File: src/rtl/npu_tile_scheduler_if.sv
// Handshake bundle between the tile scheduler and its user/engine surroundings.
// perf_cycles exists only when TILE_SCHED_PERF_EN is defined.
interface npu_tile_scheduler_if #(
    parameter int ADDR_W = 18
) ();
    // Each request (load_req, wb_req) rises alone and stays high until its ack
    // is sampled high; an ack seen while the request is low means nothing.
    // npu_start is a one-cycle pulse; npu_done is a level the NPU holds until wb_req.
    logic              start_pulse;
    logic              step_pulse;
    logic              abort;
    logic              load_req;
    logic              load_ack;
    logic              npu_start;
    logic              npu_done;
    logic              wb_req;
    logic              wb_ack;
    logic [ADDR_W-1:0] tile_base_addr;
    logic [5:0]        tile_x;
    logic [5:0]        tile_y;
    logic [11:0]       tiles_done;
    logic              busy;
    logic              step_wait;
    logic              done;
    logic [2:0]        dbg_state;
`ifdef TILE_SCHED_PERF_EN
    logic [31:0]       perf_cycles;
`endif

    modport master (
        input  start_pulse, step_pulse, abort, load_ack, npu_done, wb_ack,
        output load_req, npu_start, wb_req, tile_base_addr, tile_x, tile_y,
               tiles_done, busy, step_wait, done, dbg_state
`ifdef TILE_SCHED_PERF_EN
        , output perf_cycles
`endif
    );

    modport slave (
        output start_pulse, step_pulse, abort, load_ack, npu_done, wb_ack,
        input  load_req, npu_start, wb_req, tile_base_addr, tile_x, tile_y,
               tiles_done, busy, step_wait, done, dbg_state
`ifdef TILE_SCHED_PERF_EN
        , input perf_cycles
`endif
    );
endinterface

File: src/rtl/npu_tile_scheduler.sv
// Raster-order tile sequencer: load -> NPU compute -> write-back per tile, run/step/abort.
// Optional busy-cycle counter built only when TILE_SCHED_PERF_EN is defined.
module npu_tile_scheduler #(
    parameter int IMG_W  = 400,
    parameter int IMG_H  = 400,
    parameter int TILE   = 10,
    parameter int ADDR_W = 18
) (
    input logic clk,
    input logic rst,
    npu_tile_scheduler_if.master bus
);
    localparam int TX = IMG_W / TILE;
    localparam int TY = IMG_H / TILE;
    localparam logic [5:0]        LAST_X   = 6'(TX - 1);
    localparam logic [5:0]        LAST_Y   = 6'(TY - 1);
    localparam logic [ADDR_W-1:0] STEP_X   = ADDR_W'(TILE);
    // Jump from the last tile of a row to the first tile of the next row.
    localparam logic [ADDR_W-1:0] ROW_STEP = ADDR_W'(TILE * IMG_W - (TX - 1) * TILE);

    typedef enum logic [2:0] {
        S_IDLE    = 3'd0,
        S_LOAD    = 3'd1,
        S_COMPUTE = 3'd2,
        S_WRITE   = 3'd3,
        S_ADVANCE = 3'd4,
        S_PAUSE   = 3'd5,
        S_FINISH  = 3'd6
    } state_t;

    state_t            state_q;
    logic              run_mode_q;
    logic              load_req_q;
    logic              npu_start_q;
    logic              wb_req_q;
    logic              busy_q;
    logic              step_wait_q;
    logic              done_q;
    logic [5:0]        tile_x_q;
    logic [5:0]        tile_y_q;
    logic [11:0]       tiles_done_q;
    logic [ADDR_W-1:0] base_q;

    logic any_pulse;
    assign any_pulse = bus.start_pulse | bus.step_pulse;

    always_ff @(posedge clk) begin
        if (!rst) begin
            state_q      <= S_IDLE;
            run_mode_q   <= 1'b0;
            load_req_q   <= 1'b0;
            npu_start_q  <= 1'b0;
            wb_req_q     <= 1'b0;
            busy_q       <= 1'b0;
            step_wait_q  <= 1'b0;
            done_q       <= 1'b0;
            tile_x_q     <= '0;
            tile_y_q     <= '0;
            tiles_done_q <= '0;
            base_q       <= '0;
        end else if (bus.abort) begin
            state_q     <= S_IDLE;
            load_req_q  <= 1'b0;
            npu_start_q <= 1'b0;
            wb_req_q    <= 1'b0;
            busy_q      <= 1'b0;
            step_wait_q <= 1'b0;
        end else begin
            case (state_q)
                S_IDLE: begin
                    if (any_pulse) begin
                        run_mode_q   <= bus.start_pulse;
                        tile_x_q     <= '0;
                        tile_y_q     <= '0;
                        tiles_done_q <= '0;
                        base_q       <= '0;
                        done_q       <= 1'b0;
                        load_req_q   <= 1'b1;
                        busy_q       <= 1'b1;
                        state_q      <= S_LOAD;
                    end
                end
                S_LOAD: begin
                    if (bus.load_ack) begin
                        load_req_q  <= 1'b0;
                        npu_start_q <= 1'b1;
                        state_q     <= S_COMPUTE;
                    end
                end
                S_COMPUTE: begin
                    // npu_start_q high marks the first cycle; npu_done is ignored there.
                    if (npu_start_q) begin
                        npu_start_q <= 1'b0;
                    end else if (bus.npu_done) begin
                        wb_req_q <= 1'b1;
                        state_q  <= S_WRITE;
                    end
                end
                S_WRITE: begin
                    if (bus.wb_ack) begin
                        wb_req_q     <= 1'b0;
                        tiles_done_q <= tiles_done_q + 12'd1;
                        state_q      <= S_ADVANCE;
                    end
                end
                S_ADVANCE: begin
                    if (tile_x_q == LAST_X && tile_y_q == LAST_Y) begin
                        state_q <= S_FINISH;
                    end else begin
                        if (tile_x_q == LAST_X) begin
                            tile_x_q <= '0;
                            tile_y_q <= tile_y_q + 6'd1;
                            base_q   <= base_q + ROW_STEP;
                        end else begin
                            tile_x_q <= tile_x_q + 6'd1;
                            base_q   <= base_q + STEP_X;
                        end
                        if (run_mode_q) begin
                            load_req_q <= 1'b1;
                            state_q    <= S_LOAD;
                        end else begin
                            step_wait_q <= 1'b1;
                            state_q     <= S_PAUSE;
                        end
                    end
                end
                S_PAUSE: begin
                    if (any_pulse) begin
                        if (bus.start_pulse) run_mode_q <= 1'b1;
                        step_wait_q <= 1'b0;
                        load_req_q  <= 1'b1;
                        state_q     <= S_LOAD;
                    end
                end
                S_FINISH: begin
                    done_q  <= 1'b1;
                    busy_q  <= 1'b0;
                    state_q <= S_IDLE;
                end
                default: begin
                    busy_q  <= 1'b0;
                    state_q <= S_IDLE;
                end
            endcase
        end
    end

`ifdef TILE_SCHED_PERF_EN
    logic [31:0] perf_q;

    // Counts active work only: neither IDLE nor time spent waiting for a step.
    always_ff @(posedge clk) begin
        if (!rst) begin
            perf_q <= '0;
        end else if (!bus.abort && state_q == S_IDLE && any_pulse) begin
            perf_q <= '0;
        end else if (state_q != S_IDLE && state_q != S_PAUSE && perf_q != 32'hFFFF_FFFF) begin
            perf_q <= perf_q + 32'd1;
        end
    end

    assign bus.perf_cycles = perf_q;
`endif

    assign bus.load_req       = load_req_q;
    assign bus.npu_start      = npu_start_q;
    assign bus.wb_req         = wb_req_q;
    assign bus.tile_base_addr = base_q;
    assign bus.tile_x         = tile_x_q;
    assign bus.tile_y         = tile_y_q;
    assign bus.tiles_done     = tiles_done_q;
    assign bus.busy           = busy_q;
    assign bus.step_wait      = step_wait_q;
    assign bus.done           = done_q;
    assign bus.dbg_state      = state_q;
endmodule
File: src/flat_wrapper.sv
// flat-port wrapper written by rule: the top's interface ports become plain ports
module npu_tile_scheduler_flat 
#(
    parameter int IMG_W  = 400,
    parameter int IMG_H  = 400,
    parameter int TILE   = 10,
    parameter int ADDR_W = 18
)
  (clk, rst, bus_start_pulse, bus_step_pulse, bus_abort, bus_load_ack, bus_npu_done, bus_wb_ack, bus_load_req, bus_npu_start, bus_wb_req, bus_tile_base_addr, bus_tile_x, bus_tile_y, bus_tiles_done, bus_busy, bus_step_wait, bus_done, bus_dbg_state);
  npu_tile_scheduler_if #(.ADDR_W(ADDR_W)) bus_i ();
  input logic clk;
  input logic rst;
  input wire logic [$bits(bus_i.start_pulse)-1:0] bus_start_pulse;
  input wire logic [$bits(bus_i.step_pulse)-1:0] bus_step_pulse;
  input wire logic [$bits(bus_i.abort)-1:0] bus_abort;
  input wire logic [$bits(bus_i.load_ack)-1:0] bus_load_ack;
  input wire logic [$bits(bus_i.npu_done)-1:0] bus_npu_done;
  input wire logic [$bits(bus_i.wb_ack)-1:0] bus_wb_ack;
  output wire logic [$bits(bus_i.load_req)-1:0] bus_load_req;
  output wire logic [$bits(bus_i.npu_start)-1:0] bus_npu_start;
  output wire logic [$bits(bus_i.wb_req)-1:0] bus_wb_req;
  output wire logic [$bits(bus_i.tile_base_addr)-1:0] bus_tile_base_addr;
  output wire logic [$bits(bus_i.tile_x)-1:0] bus_tile_x;
  output wire logic [$bits(bus_i.tile_y)-1:0] bus_tile_y;
  output wire logic [$bits(bus_i.tiles_done)-1:0] bus_tiles_done;
  output wire logic [$bits(bus_i.busy)-1:0] bus_busy;
  output wire logic [$bits(bus_i.step_wait)-1:0] bus_step_wait;
  output wire logic [$bits(bus_i.done)-1:0] bus_done;
  output wire logic [$bits(bus_i.dbg_state)-1:0] bus_dbg_state;
  assign bus_i.start_pulse = bus_start_pulse;
  assign bus_i.step_pulse = bus_step_pulse;
  assign bus_i.abort = bus_abort;
  assign bus_i.load_ack = bus_load_ack;
  assign bus_i.npu_done = bus_npu_done;
  assign bus_i.wb_ack = bus_wb_ack;
  assign bus_load_req = bus_i.load_req;
  assign bus_npu_start = bus_i.npu_start;
  assign bus_wb_req = bus_i.wb_req;
  assign bus_tile_base_addr = bus_i.tile_base_addr;
  assign bus_tile_x = bus_i.tile_x;
  assign bus_tile_y = bus_i.tile_y;
  assign bus_tiles_done = bus_i.tiles_done;
  assign bus_busy = bus_i.busy;
  assign bus_step_wait = bus_i.step_wait;
  assign bus_done = bus_i.done;
  assign bus_dbg_state = bus_i.dbg_state;
  npu_tile_scheduler #(.IMG_W(IMG_W), .IMG_H(IMG_H), .TILE(TILE), .ADDR_W(ADDR_W)) u_core (.clk(clk), .rst(rst), .bus(bus_i));
endmodule
File: config.mk
export PLATFORM = sky130hd
export DESIGN_NAME = npu_tile_scheduler_flat
export DESIGN_NICKNAME = d
export VERILOG_FILES = /design/src/rtl/npu_tile_scheduler_if.sv /design/src/rtl/npu_tile_scheduler.sv /design/src/flat_wrapper.sv
export SDC_FILE = /design/constraint.sdc
export NUM_CORES = 1
export LEC_CHECK = 0
export CORE_UTILIZATION = 45
export CTS_CLUSTER_SIZE = 8
export DETAILED_ROUTE_END_ITERATION = 8
export HOLD_SLACK_MARGIN = 0.03
export PLACE_DENSITY = 0.72
export SETUP_SLACK_MARGIN = 0.5
export SLEW_MARGIN = 30
export SYNTH_ARGS = -nofsm -noshare
export SYNTH_HDL_FRONTEND = slang
export SYNTH_SLANG_ARGS = --single-unit
File: constraint.sdc
create_clock -name clk -period 3 [get_ports clk]
set_clock_uncertainty 0.15 [all_clocks]
set_input_delay 0.9 -clock clk [delete_from_list [all_inputs] [get_ports clk]]
set_output_delay 0.9 -clock clk [all_outputs]
set_load 0.005 [all_outputs]
# Yosys cells after proc, flatten, opt, wreduce, memory -nomap -nowiden
# Cells that the tools add are included.
[word_totals]
regBits = 52
inputBits = 8
mem_bits_rw = 0
latchBits = 0
elab_cells = 108
mem_count = 0
rom_bits = 0
out_inout_bits = 51
[op_classes]
div_mod_pow = 0
n_reduce_logical = 24
mul = 0
bitwise = 4
magnitude_cmp = 0
n_mux = 43
shifts = 0
n_eq_ne = 20
n_addsub = 5
[op_table]
columns = ["op", "count"]
rows = [
  ["2-to-1 mux 18 bit", 3],
  ["case mux 18 bit (2 select lines)", 1],
  ["2-to-1 mux 6 bit", 5],
  ["2-to-1 mux 12 bit", 2],
  ["case mux 12 bit (2 select lines)", 1],
  ["case mux 6 bit (2 select lines)", 2],
  ["2-to-1 mux 3 bit", 7],
  ["AND reduction 5 bit", 4],
  ["adder 18 x 12 -> 18 bit (second input constant)", 1],
  ["adder 18 x 4 -> 18 bit (second input constant)", 1],
  ["AND reduction 4 bit", 4],
  ["case mux 3 bit (5 select lines)", 1],
  ["2-to-1 mux 1 bit", 14],
  ["!= test 2 bit (second input constant)", 7],
  ["nonzero test 2 bit", 7],
  ["adder 12 x 1 -> 12 bit (second input constant)", 1],
  ["adder 6 x 1 -> 6 bit (second input constant)", 2],
  ["equality test 6 bit (second input constant)", 2],
  ["case mux 1 bit (2 select lines)", 6],
  ["!= test 2 x 1 -> 1 bit (second input constant)", 5],
  ["equality test 3 bit (second input constant)", 3],
  ["equality test 3 x 2 -> 1 bit (second input constant)", 2],
  ["OR reduction 5 bit", 1],
  ["AND reduction 2 bit", 2],
  ["9 further kinds", 12],
]

# Logic depth before layout (Yosys ltp)
# Gate-level depths: netlist of the first run.
[depth]
depth_word = 4
mapped_depth = 9
mapped_depth_nobuf = 9

# Least setup slack after synthesis of the first run
# No wires, ideal clock.
[synth_timing]
path_type = "reg-to-reg"
start = "register u_core.tile_x_q[0], in the netlist u_core.bus.tile_x[0]"
end = "register u_core.base_q[15], in the netlist u_core.bus.tile_base_addr[15]"
arrival_time_ns = 2.375
period_less_slack_ns = 2.596
setup_slack_ns = 0.404
setup_time_ns = 0.071
path_stages_with_launch = 10
t_required_ns = 2.779
n_path_buf = 0
cell_sequence = "dfxtp_1 -> ha_1 -> nand4bb_1 -> nor2_1 -> ha_1 -> o211ai_1 -> nor4_1 -> o211ai_1 -> or3_1 -> a21oi_1"
[synth_between]
elab_chain_len = 4
elab_cells_between_ends = 7
classes_between = "2 x eq/ne; 3 x mux; 2 x reduce/logical"
[synth_rtl]
columns = ["item", "line_no", "rtl"]
rows = [
  ["start, declared", "npu_tile_scheduler.sv:39", "logic [5:0] tile_x_q;"],
  ["start signal, assigned", "npu_tile_scheduler.sv:115", "tile_x_q <= tile_x_q + 6'd1;"],
  ["equality test 6 bit (*)", "npu_tile_scheduler.sv:107, npu_tile_scheduler.sv:110", ""],
  ["2-to-1 mux 18 bit / logical AND 1 bit (equally long branches)", "npu_tile_scheduler.sv:110, npu_tile_scheduler.sv:107", ""],
  ["2-to-1 mux 18 bit / != test 2 bit (equally long branches)", "--", ""],
  ["case mux 18 bit (2 select lines) / AND reduction 4 bit (equally long branches)", "--", ""],
  ["end signal, assigned", "npu_tile_scheduler.sv:113", "base_q <= base_q + ROW_STEP;"],
  ["end signal, assigned", "npu_tile_scheduler.sv:116", "base_q <= base_q + STEP_X;"],
  ["end, declared", "npu_tile_scheduler.sv:42", "logic [ADDR_W-1:0] base_q;"],
]
# Mark *: on every way between the ends. The rest lies on a longest branch, timed or not. The select of a mux whose other input is x is not followed.
# A chain may end at the register's enable or synchronous reset.

# Final worst setup path of the first run
[layout_timing]
start = "register u_core.tile_x_q[0], in the netlist u_core.bus.tile_x[0]"
end = "register u_core.base_q[13], in the netlist u_core.bus.tile_base_addr[13]"
# Same word-level chain as after synthesis.

==> results of run 1 <==
worst max-delay path, delay by kind of cell, from the launching register on:
kind                       cells  cell delay, ps
adders and majority gates      2             370
AOI/OAI and AO/OA              2             510
buffers and inverters          3             510
and+or+nand+nor                4             380
xor gates and xnor gates       1             100
DFF                            1             380
synthesized netlist by cell type, types with 2 or more instances:
master	number
sky130_fd_sc_hd__nand4b_1	4
sky130_fd_sc_hd__o31ai_1	5
sky130_fd_sc_hd__nor3b_1	2
sky130_fd_sc_hd__a21oi_1	27
sky130_fd_sc_hd__nand2b_1	5
sky130_fd_sc_hd__nor2_1	35
sky130_fd_sc_hd__nand2_1	23
sky130_fd_sc_hd__a211oi_1	4
sky130_fd_sc_hd__or4_1	6
sky130_fd_sc_hd__dfxtp_1	51
sky130_fd_sc_hd__xnor2_1	10
sky130_fd_sc_hd__and2_1	2
sky130_fd_sc_hd__nor4_1	4
sky130_fd_sc_hd__or3_1	11
sky130_fd_sc_hd__a22oi_1	3
sky130_fd_sc_hd__xor2_1	10
sky130_fd_sc_hd__buf_4	2
sky130_fd_sc_hd__ha_1	8
sky130_fd_sc_hd__clkbuf_1	10
sky130_fd_sc_hd__o211ai_1	6
sky130_fd_sc_hd__and3_1	2
sky130_fd_sc_hd__a311oi_1	3
sky130_fd_sc_hd__a21o_1	2
sky130_fd_sc_hd__nand4_1	9
sky130_fd_sc_hd__buf_2	2
sky130_fd_sc_hd__a21boi_0	2
sky130_fd_sc_hd__nor3_1	7
sky130_fd_sc_hd__nand3_1	15
sky130_fd_sc_hd__or2_2	5
sky130_fd_sc_hd__a31oi_1	2
sky130_fd_sc_hd__nor2b_1	4
sky130_fd_sc_hd__o21ai_0	23
sky130_fd_sc_hd__inv_1	7
sky130_fd_sc_hd__nor4b_1	2
flip-flops by register name (all words and copies together), names as in the netlist:
register,cells
u_core.bus.load_req,1
u_core.bus.step_wait,1
u_core.bus.tiles_done,12
u_core.bus.tile_x,6
u_core.bus.npu_start,1
u_core.bus.done,1
u_core.bus.tile_base_addr,17
u_core.bus.busy,1
u_core.run_mode_q,1
u_core.bus.wb_req,1
u_core.bus.dbg_state,3
u_core.bus.tile_y,6
area by class of cell:
cell class / instances / area [um^2]
repair buffers: 80 / 783
well taps: 75 / 93.8
fillers: 508 / 2030
clock buffers: 5 / 68.8
inverters: 8 / 30.0
multi-input cells: 258 / 1800
clock inverters: 3 / 47.5
flip-flops and latches: 51 / 1030
cell families after synthesis:
family,after synthesis,synth area share (%)
simple gates,144,28.7
compound gates,84,19.3
flops,51,37.4
buf+inv,24,3.94
xor+xnor,20,6.41
fa+ha+maj,8,3.66
other cells,1,0.137
mux,1,0.412
power breakdown:
group | internal (mW) | switching [mW]
Sequential | 0.683 | 0.00866
Combinational | 0.0667 | 0.0842
Clock | 0.253 | 0.246
Total | 1.00 | 0.339
how the worst max path moves through the flow:
stage / from / endpoint / slack (ps) / cells past startpoint
3_3_place_gp: bus_start_pulse / u_core.bus.tile_x[3]$_SDFFE_PN0P_ / 130 / 6
4_1_cts: u_core.bus.tile_x[0]$_SDFFE_PN0P_ / u_core.bus.tile_base_addr[17]$_SDFFE_PN0P_ / 470 / 9
2_1_floorplan: u_core.bus.tile_x[1]$_SDFFE_PN0P_ / u_core.bus.tile_base_addr[15]$_SDFFE_PN0P_ / 500 / 9
6_report: u_core.bus.tile_x[0]$_SDFFE_PN0P_ / u_core.bus.tile_base_addr[13]$_SDFFE_PN0P_ / 470 / 12
5_1_grt: u_core.bus.tile_x[0]$_SDFFE_PN0P_ / u_core.bus.tile_base_addr[17]$_SDFFE_PN0P_ / 340 / 11
3_5_place_dp: bus_start_pulse / u_core.bus.tiles_done[10]$_SDFFE_PN0P_ / 30 / 6
layer usage:
| layer | track usage [%] | wire (um) | up-vias |
|---|---|---|---|
| li1 | - | - | 1363 |
| met3 | 3.66 | 282 | 9 |
| met5 | 0 | 0 | - |
| met1 | 28.1 | 3350 | 1314 |
| met4 | 7.14 | 76 | 0 |
| met2 | 39.1 | 3630 | 67 |
what timing repair did:
action / in CTS / in global routing
endpoints found under the setup margin: 24 / 22
endpoints found under the hold margin: 0 / 0
pin swaps: 5 / 2
buffers inserted: 4 / 8
resized for setup: 18 / 24
==> results.txt, run 1 <==
* First-pass GRT wire length: 11.4 mm
- The final number of hold-violating endpoints came to 0.
* CTS tree: built
- Dominant cell type by area after synthesis: sky130_fd_sc_hd__dfxtp_1
* Total via count after detailed routing: 2753
- Number of storage elements in the synthesis netlist: 51
- After detailed routing, the average wire length per cell comes to 15.3 um.
* Top_reg_cell synth: sky130_fd_sc_hd__dfxtp_1
- Io pins: 59
- Fin. max-slew vios: 0
- The worst hold path belongs to the class reg -> reg.
- The number of antenna violations at the first check in global routing came to 0.
- Max H-tree Level: 2
- Once layout is complete, the cells apart from fillers number 480.
- IR analysis of the VDD net gives a maximum drop of 0.231 mV.
- Worst-path cell chain: ha_4, nand4bb_4, nor2_4, buf_12, ha_4, o211ai_1, buf_4, nor4_4, o211ai_1, buf_4, xnor2_2, nor2_1
* Static Leak: 1.29 nW
- The pre-antenna-repair detailed-routing pass consisted of 4 iterations.
- Avg Inst Size Synth: 8.20 um^2
- The library cell used most frequently in the layout, excluding fill and tap cells, is sky130_fd_sc_hd__clkdlybuf4s50_1.
- Summing all placed instances gives a cell area of 0.00343 mm^2.
- In this run the deepest clock path goes through 2 buffers.
- Maximum Capacitance Violations: 0
* Clock-pin transition on the worst setup and hold timing paths: 100 ps
* Via count of the first global-routing pass: 2440
- Total inserted antenna cells: 0
- DRC violations left: 0
* Placed insts: 460
- Result of the run: finished, final reports clean
* Fraction of the yosys area taken by sequential cells: 37.4%
* Final non-filler cell area: 0.00386 mm^2
* Area contributors post-synth: sky130_fd_sc_hd__dfxtp_1 37%, sky130_fd_sc_hd__a21oi_1 4.9%, sky130_fd_sc_hd__nor2_1 4.8%, sky130_fd_sc_hd__o21ai_0 4.2%, sky130_fd_sc_hd__ha_1 3.7%
- At the worst endpoint, the arrival time is 2580 ps.
- Static timing analysis puts the maximum clock frequency at 0.396 GHz.
- Hold path cells: 2
* Share of synthesized registers carrying an async set or reset: 0%
- After floorplanning, the core was divided into 28 placement rows.
* Detailed-placement wirelength estimate: 4.99 mm
- Fraction of post-synthesis cell area in the top cell type by area: 37.4%
* Post-Route WL: 7.34 mm
- Once the floorplan was initialized, standard cells occupied 46.4% of the core.
- Before CTS, the worst setup slack after placement is 28.3 ps.
- Area of the die: 0.00639 mm^2
* Overall power of the completed layout: 1.34 mW
- Dividing the final minimum period by the clock period gives 84.2%.
* Crit Path Max Fanout: 5
* Start of the worst register-to-register path: u_core.bus.tile_x[0]$_SDFFE_PN0P_
- On the final layout, the worst hold slack is 321 ps.
- The core region is 0.00589 mm^2.
- After clock tree synthesis, the flow added hold-fix buffers numbering 0.
- Die height: 79.9 um
- Global routing used 22.5% of the available tracks across all layers.
* Synthesized Nets: 349
- Critical Path Max Stage Delay: 380 ps
- Entering global routing, the biggest net connects 26 pins.
- Hold path startpoint: u_core.bus.done$_SDFFE_PN0P_
* Cell at the root of the clock tree: sky130_fd_sc_hd__clkbuf_8
- The area growth from synthesis to layout is 41.3%.
- In the routed layout, each cell is associated on average with a via count of 5.74.
* Remaining antenna violation count after routing: 0
* RSZ-0062 raised after global routing: true
- Setup slack of the critical path after layout: 473 ps
- The worst register-to-register path has a setup slack of 470 ps.
- The detailed router finished its first iteration with 136 violations.
- Final Util: 65.6%
- Crit path kind: reg -> reg
* Slew @ Worst Pin: 548 ps
- Slew HR: 63.1%
- For this design, the sink count on the clock tree is 51.
* Data required time at the worst endpoint: 3050 ps
- Routability-driven placement finished with a final weighted congestion of 0.864.
- Capturing point of the worst reg2reg path: u_core.bus.tile_base_addr[13]$_SDFFE_PN0P_
- Final setup violating endpoints: 0
- Min cycle time layout: 2530 ps
- The worst hold path terminates at u_core.bus.done$_SDFFE_PN0P_.
- Distinct cells, synth: 54
* Critical path's slowest cell: sky130_fd_sc_hd__dfxtp_4
- Chip width: 79.9 um
- During synthesis, Yosys emitted a total of 0 warnings.
- Nature of the critical path endpoint: register
- Setup total negative slack on the finished layout was measured at 0 ps.
* Share of final-layout standard cells stronger than drive strength 1: 16.5%
- Clock insertion delay at the later pin of the skew report: 310 ps
- Netlist area before placement: 0.00273 mm^2
* Nets: 420
- Summed over all layers, the global routing overflow is 0.
- Number of enable-type register cells in the synthesized netlist: 0
- # port buffers: 57
- Areal power density over the cells: 348 mW/mm^2
- In this run, CTS created clock tree buffers numbering 5.
* Worst reg2reg path depth: 12
* Synth Instances: 333
* Top library cells by usage in the layout, fill and taps aside: 54 x sky130_fd_sc_hd__clkdlybuf4s50_1, 48 x sky130_fd_sc_hd__dfxtp_1, 33 x sky130_fd_sc_hd__nor2_1, 24 x sky130_fd_sc_hd__a21oi_1
- The worst setup path is launched from a register.
Power figures use the tool's default switching activity.
==> run 2: changes to the inputs <==
--- a/config.mk
+++ b/config.mk
@@ -9,7 +9,7 @@
 export CTS_CLUSTER_SIZE = 8
 export DETAILED_ROUTE_END_ITERATION = 8
 export HOLD_SLACK_MARGIN = 0.03
-export PLACE_DENSITY = 0.72
+export PLACE_DENSITY = 0.75
 export SETUP_SLACK_MARGIN = 0.5
 export SLEW_MARGIN = 30
 export SYNTH_ARGS = -nofsm -noshare
==> constraint.sdc (replaced) <==
create_clock -name clk -period 2.3 [get_ports clk]
set_clock_uncertainty 0.15 [all_clocks]
set_input_delay 0.69 -clock clk [delete_from_list [all_inputs] [get_ports clk]]
set_output_delay 0.69 -clock clk [all_outputs]
set_load 0.005 [all_outputs]
==> run 2 against run 1 <==
  * Non-clock buffer count increased by 101
  * The flow now finishes with violations (setup timing)
  * Core utilization rose by 23 points
  * Largest cell class unchanged
  * Combinational power increased by 150%
  * Hold slack better by 2.7 ps
==> results.txt, run 2 (synthesized netlist as in run 1, its figures left out) <==
* TritonCTS Buffers: 5 (unchanged)
- Final estimated routing congestion in global placement: 0.876 (was 0.864)
- RSZ-0062 raised after global routing: true (unchanged)
* Final non-filler cell area: 0.00520 mm^2 (was 0.00386 mm^2)
- The vertical die dimension came to 79.9 um (unchanged).
- The number of max-cap violations came to 0 (unchanged).
- Total track usage: 32.2% (was 22.5%)
* Placed insts: 515 (was 460)
- The highest attainable clock frequency came to 0.378 GHz (was 0.396 GHz).
* Result of the run: finished, violations left (was finished, final reports clean)
- First-pass GRT wire length: 15.8 mm (was 11.4 mm)
- CTS tree: built (unchanged)
- Nets: 521 (was 420)
* Min cycle time layout: 2640 ps (was 2530 ps)
- Top library cells by usage in the layout, fill and taps aside: 90 x sky130_fd_sc_hd__buf_4, 38 x sky130_fd_sc_hd__dfxtp_2, 31 x sky130_fd_sc_hd__dlygate4sd2_1, 29 x sky130_fd_sc_hd__buf_6, 21 x sky130_fd_sc_hd__nor2_1 (was 54 x sky130_fd_sc_hd__clkdlybuf4s50_1, 48 x sky130_fd_sc_hd__dfxtp_1, 33 x sky130_fd_sc_hd__nor2_1, 24 x sky130_fd_sc_hd__a21oi_1).
* Post-DP Area: 0.00400 mm^2 (was 0.00343 mm^2)
- Clk sink count: 51 (unchanged)
- Crit Path Max Fanout: 5 (unchanged)
- The placement-stage worst setup slack came to -364 ps (was 28.3 ps).
- Number of antenna violations at the first check in global routing: 0 (unchanged)
- Cell at the root of the clock tree: sky130_fd_sc_hd__clkbuf_8 (unchanged)
* CTS Buffer Depth: 2 (unchanged)
- Area of the die: 0.00639 mm^2 (unchanged)
- The number of flip-flops in the largest register came to 17 (unchanged).
* Vias per cell: 6.33 (was 5.74)
- The CTS clock-pin slew for the worst setup and hold paths is 100 ps (about the same).
- Data required time at the worst endpoint: 2380 ps (was 3050 ps)
- Post-CTS Hold Buffers: 0 (unchanged)
- Critical Path AT: 2730 ps (was 2580 ps)
- Total via count after detailed routing: 3675 (was 2753)
* Total inserted antenna cells: 0 (unchanged)
- Overflow left after global routing: 0 (unchanged)
- Max H-tree Level: 2 (unchanged)
- The HPWL reported at the end of detailed placement is 5.80 mm (was 4.99 mm).
- The final-report setup violation count came to 22 (was 0).
- Nature of the critical path endpoint: register (unchanged)
* Post-Route WL: 13.1 mm (was 7.34 mm)
* Crit path kind: reg -> reg (unchanged)
* Areal power density over the cells: 382 mW/mm^2 (was 348 mW/mm^2)
- Io pins: 59 (unchanged)
- Total buffers and inverters traversed by the critical path: 2 (was 3)
- Commonest non-fill, non-tap cell in the layout: sky130_fd_sc_hd__buf_4 (was sky130_fd_sc_hd__clkdlybuf4s50_1)
- Number of design-rule violations left by the first detailed-router iteration: 390 (was 136)
* Share of final-layout standard cells stronger than drive strength 1: 56.3% (was 16.5%)
- The first-pass detailed-route iteration total was 5 (was 4).
- Post-Layout Cell Count: 581 (was 480)
- Failing checks: setup timing
* Signed area change from the synthesized netlist to the final layout: 90.3% (was 41.3%)
* Chip width: 79.9 um (unchanged)
* Overall power of the completed layout: 1.99 mW (was 1.34 mW)
- DRC violations left: 0 (unchanged)
- Clock insertion delay at the later pin of the skew report: 310 ps (about the same)
* Worst ir drop on vdd: 0.394 mV (was 0.231 mV)
- Critical path's slowest cell: sky130_fd_sc_hd__o211ai_1 (was sky130_fd_sc_hd__dfxtp_4)
* Static Leak: 2.19 nW (was 1.29 nW)
- Summed negative setup slack over all endpoints: -4090 ps (was 0 ps)
* Setup slack of the critical path after layout: -342 ps (was 473 ps)
* Final Hold Vio Count: 0 (unchanged)
- The number of placement rows came to 28 (unchanged).
- The largest stage delay on the critical path was 420 ps (was 380 ps).
- Worst-path cell chain: ha_4, nand4bb_4, nor2_4, buf_6, ha_4, o211ai_1, buf_4, nor4_4, o211ai_1, o21ai_0, a21oi_1 (was ha_4, nand4bb_4, nor2_4, buf_12, ha_4, o211ai_1, buf_4, nor4_4, o211ai_1, buf_4, xnor2_2, nor2_1)
- The type of origin of the critical path was a register (unchanged).
- Core Area: 0.00589 mm^2 (unchanged)
- The portion of the clock cycle consumed by the worst path in the final layout is 115% (was 84.2%).
- The cell type group with the largest total delay on the critical path is compound AO/OA/AOI/OAI gates (was buffers and inverters).
* # port buffers: 57 (unchanged)
- The number of global-route vias before repair is 3272 (was 2440).
- HP Class: reg -> reg (unchanged)
* Fin. max-slew vios: 0 (unchanged)
- The number of routed nets with antenna violations is 0 (unchanged).
- Pin count of the biggest net entering global routing: 17 (was 26)
* Starting density of the core: 46.4% (unchanged)
* Average routed wire per standard cell: 22.5 um (was 15.3 um)
[run 2: per-stage QoR]
step	util, %	hold slack (ps)
6_report	88.3	324
5_1_grt	88.3	360
4_1_cts	81.0	313
3_5_place_dp	67.9	301
3_3_place_gp	67.9	308
2_1_floorplan	-	299
[run 2: repair_timing]
| action | in CTS | in global routing |
|---|---|---|
| endpoints found under the hold margin | 0 | 0 |
| buffers inserted | 36 | 17 |
| gates resized for setup | 203 | 83 |
| endpoints found under the setup margin | 101 | 65 |
| pin swaps | 34 | 33 |
| gates cloned | 4 | 1 |
[run 2: worst paths after layout]
| check | depth (start not counted) | slack [ps] | start | end |
|---|---|---|---|---|
| worst max-delay path | 11 | -340 | u_core.bus.tile_x[1]$_SDFFE_PN0P_ | u_core.bus.tile_base_addr[15]$_SDFFE_PN0P_ |
| worst min-delay path | 2 | 320 | u_core.bus.done$_SDFFE_PN0P_ | u_core.bus.done$_SDFFE_PN0P_ |
| worst max register to register | 11 | -340 | u_core.bus.tile_x[1]$_SDFFE_PN0P_ | u_core.bus.tile_base_addr[15]$_SDFFE_PN0P_ |
| worst min register to register | 2 | 320 | u_core.bus.done$_SDFFE_PN0P_ | u_core.bus.done$_SDFFE_PN0P_ |
[run 2: layout make-up]
cell class | instances | area (um^2)
Clock buffer | 6 | 93.8
Clock inverter | 2 | 37.5
Fill cell | 265 | 687
Inverter | 8 | 30.0
Multi-Input combinational cell | 258 | 2160
Sequential cell | 51 | 1110
Tap cell | 75 | 93.8
Timing Repair Buffer | 181 | 1670
[run 2: power breakdown]
group | total (mW) | internal [mW] | switching [mW]
combinational | 0.371 | 0.185 | 0.186
clock | 0.723 | 0.391 | 0.332
sequential | 0.894 | 0.881 | 0.0123
[run 2: worst min-delay path: cells and delay by family (launching register included)]
family           cells  cell delay (ps)
AND/OR/NAND/NOR      1               40
AO/OA/AOI/OAI        1               60
flip-flops           1              350
[run 2: routing by layer]
layer / up-vias / global-route usage [%] / wire [um]
li1: 1565 / - / -
met1: 1770 / 36.4 / 4840
met2: 262 / 57.3 / 6490
met3: 78 / 6.17 / 985
met4: 0 / 15.9 / 770
met5: - / 0 / 0
==> run 3: changes to the inputs <==
--- a/config.mk
+++ b/config.mk
@@ -5,11 +5,11 @@
 export SDC_FILE = /design/constraint.sdc
 export NUM_CORES = 1
 export LEC_CHECK = 0
-export CORE_UTILIZATION = 45
+export CORE_UTILIZATION = 40
 export CTS_CLUSTER_SIZE = 8
 export DETAILED_ROUTE_END_ITERATION = 8
 export HOLD_SLACK_MARGIN = 0.03
-export PLACE_DENSITY = 0.75
+export PLACE_DENSITY = 0.68
 export SETUP_SLACK_MARGIN = 0.5
 export SLEW_MARGIN = 30
 export SYNTH_ARGS = -nofsm -noshare
==> run 3 against run 2 <==
  * The run ends with DRC, setup timing left
  * Clock power down 8.0%
  * Critical path depth up 1
  * Sequential share of layout area down 0.65 points
  * Maximum frequency up 7.8%
  * Global-route usage down 2.4 points
  * Worst setup slack better by 190 ps
  * Critical path type unchanged
==> results.txt, run 3 (synthesized netlist as in run 1, its figures left out) <==
* RSZ-0062 raised after global routing: true (unchanged)
* Multi-input combinational cell area: 0.00229 mm^2 (was 0.00216 mm^2)
- HP Class: reg -> reg (unchanged)
- Overflow left after global routing: 0 (unchanged)
* Areal power density over the cells: 351 mW/mm^2 (was 382 mW/mm^2)
- Number of antenna violations at the first check in global routing: 0 (unchanged)
* Cell at the root of the clock tree: sky130_fd_sc_hd__clkbuf_8 (unchanged)
- Critical Path AT: 2530 ps (was 2730 ps)
- Post-Route WL: 13.0 mm (was 13.1 mm)
- CTS Buffer Depth: 2 (unchanged)
- Post-CTS Hold Buffers: 0 (unchanged)
- Final setup violating endpoints: 23 (was 22)
* First-pass GRT wire length: 16.8 mm (was 15.8 mm)
- The core outline area was 0.00646 mm^2 (was 0.00589 mm^2).
* Die height: 84.6 um (was 79.9 um)
- The width of the chip was 84.6 um (was 79.9 um).
* Area of the die: 0.00716 mm^2 (was 0.00639 mm^2)
* Detailed-placement wirelength estimate: 5.66 mm (was 5.80 mm)
- The number of routed nets with antenna violations came to 0 (unchanged).
* Average routed wire per standard cell: 21.9 um (was 22.5 um)
- DRC violations left: 2 (was 0)
* Max H-tree Level: 2 (unchanged)
- The number of buffers created by CTS came to 5 (unchanged).
- Setup slack of the critical path after layout: -151 ps (was -342 ps)
* Fin. max-slew vios: 0 (unchanged)
- The kind of end point of the critical path is a register (unchanged).
- The count of buffers from port buffering came to 57 (unchanged).
* Starting density of the core: 42.3% (was 46.4%)
- Total inserted antenna cells: 0 (unchanged)
- The source-to-sink clock delay at the later pin of the worst-skew pair is 330 ps (was 310 ps).
- Total net switching power: 533 uW (was 530 uW)
- Failing checks: DRC, setup timing (was setup timing).
* Top library cells by usage in the layout, fill and taps aside: 87 x sky130_fd_sc_hd__buf_4, 41 x sky130_fd_sc_hd__buf_6, 34 x sky130_fd_sc_hd__dfxtp_2, 27 x sky130_fd_sc_hd__dlygate4sd2_1, 23 x sky130_fd_sc_hd__nor2_1 (was 90 x sky130_fd_sc_hd__buf_4, 38 x sky130_fd_sc_hd__dfxtp_2, 31 x sky130_fd_sc_hd__dlygate4sd2_1, 29 x sky130_fd_sc_hd__buf_6, 21 x sky130_fd_sc_hd__nor2_1)
- The number of flip-flops in the largest register is 17 (unchanged).
* Final non-filler cell area: 0.00541 mm^2 (was 0.00520 mm^2)
- The largest fanout of any net on the critical path was 5 (unchanged).
* Static Leak: 2.21 nW (was 2.19 nW)
* Nets: 529 (was 521)
- The initial detailed-routing violation count came to 281 (was 390).
- Final Hold Vio Count: 0 (unchanged)
- Worst slack at placement: -357 ps (was -364 ps)
* Register cell area after layout: 0.00112 mm^2 (was 0.00111 mm^2)
* CTS tree: built (unchanged)
- Final Util: 83.8% (was 88.3%)
- The number of top-level pins is 59 (unchanged).
- Share of final-layout standard cells stronger than drive strength 1: 58.8% (was 56.3%)
- The peak supply drop is 0.332 mV (was 0.394 mV).
* Switching share of power: 28.0% (was 26.7%)
* Commonest non-fill, non-tap cell in the layout: sky130_fd_sc_hd__buf_4 (unchanged)
* Crit path kind: reg -> reg (unchanged)
* Ratio of final minimum period to clock period: 107% (was 115%)
* Number of rows in the core area: 29 (was 28)
- Total track usage: 29.8% (was 32.2%)
* Total via count after detailed routing: 3643 (was 3675)
- Internal power component: 1.37 mW (was 1.46 mW)
- Result of the run: finished, violations left (unchanged)
* Overall power of the completed layout: 1.90 mW (was 1.99 mW)
* Pin count of the biggest net entering global routing: 17 (unchanged)
- Number of search-and-repair iterations in the first detailed-routing pass: 9 (was 5)
- CP startpoint kind: register (unchanged)
- Clk sink count: 51 (unchanged)
- The shortest period the worst path allows was 2450 ps (was 2640 ps).
- Max Fclk: 0.408 GHz (was 0.378 GHz)
- The area overhead of the layout relative to synthesis came to 98.1% (was 90.3%).
- Via count of the first global-routing pass: 3400 (was 3272)
- Share of total power in combinational logic: 18.5% (was 18.7%)
- R2R setup slack: -150 ps (was -340 ps)
- The required time of the worst setup path is 2380 ps (about the same).
- Clock power share: 35.0% (was 36.4%)
- Post-DP Area: 0.00399 mm^2 (was 0.00400 mm^2)
- Clock-pin transition on the worst setup and hold timing paths: 110 ps (was 100 ps)
- The per-cell via count in the routed design is 6.16 (was 6.33).
- The number of max-cap violations was 0 (unchanged).
- Power share of the sequential group: 46.6% (was 45.0%)
- The routability congestion estimate was 0.862 (was 0.876).
- Layout filler cell count: 346 (was 265)
## run 3: power groups by stage
stage                     clock network (mW)  logic, mW  registers (mW)
after floorplan                            0      0.121           0.922
after global placement                     0      0.226           0.920
after detailed placement                   0      0.229           0.921
after CTS                              0.652      0.289           0.889
after global routing                   0.686      0.366           0.887
final                                  0.665      0.351           0.886
## run 3: critical path: stages, from the launching register on
cell and delay (ps):
sky130_fd_sc_hd__dfxtp_4 370, sky130_fd_sc_hd__ha_4 150, sky130_fd_sc_hd__nand4bb_4 130, sky130_fd_sc_hd__nor2_4 130
sky130_fd_sc_hd__buf_12 140, sky130_fd_sc_hd__ha_4 220, sky130_fd_sc_hd__buf_4 150, sky130_fd_sc_hd__o21ai_4 140
sky130_fd_sc_hd__nor2_2 70, sky130_fd_sc_hd__o211ai_1 330, sky130_fd_sc_hd__buf_4 190, sky130_fd_sc_hd__xnor2_2 100
sky130_fd_sc_hd__nor2_1 60
## run 3: repair_timing
item,CTS,global route
setup buffers,53,13
gates resized for setup,257,79
pin swaps,53,44
gates cloned,3,0
endpoints found under the setup margin,101,68
## run 3: layout make-up
type | instances | share of cell area (%)
clock buffers | 6 | 1.34
clock inverters | 2 | 0.694
inverters | 8 | 0.624
multi-input cells | 258 | 42.3
flip-flops and latches | 51 | 20.7
well taps | 77 | 1.78
repair buffers | 189 | 32.6
## run 3: metal layers
metal,vias up,track usage (%),wire [um]
met3,68,4.62,795
li1,1587,-,-
met5,-,0,0
met4,0,12.8,741
met1,1761,35.0,5090
met2,227,53.7,6330
## run 3: worst paths after layout
check | startpoint | end | cells after the start
setup / recovery | u_core.bus.tile_x[0]$_SDFFE_PN0P_ | u_core.bus.tile_base_addr[13]$_SDFFE_PN0P_ | 12
hold / removal | u_core.bus.load_req$_SDFFE_PP0P_ | u_core.bus.load_req$_SDFFE_PP0P_ | 2
setup reg to reg | u_core.bus.tile_x[0]$_SDFFE_PN0P_ | u_core.bus.tile_base_addr[13]$_SDFFE_PN0P_ | 12
hold reg to reg | u_core.bus.load_req$_SDFFE_PP0P_ | u_core.bus.load_req$_SDFFE_PP0P_ | 2
## run 3: through the flow
step	setup TNS [ps]	std cells	hold slack, ps
finish	-1850	591	370
global placement	-9160	514	296
detailed placement	-10580	514	295
CTS	-516	578	307
global route	-3660	591	395
floorplan	-144	333	299
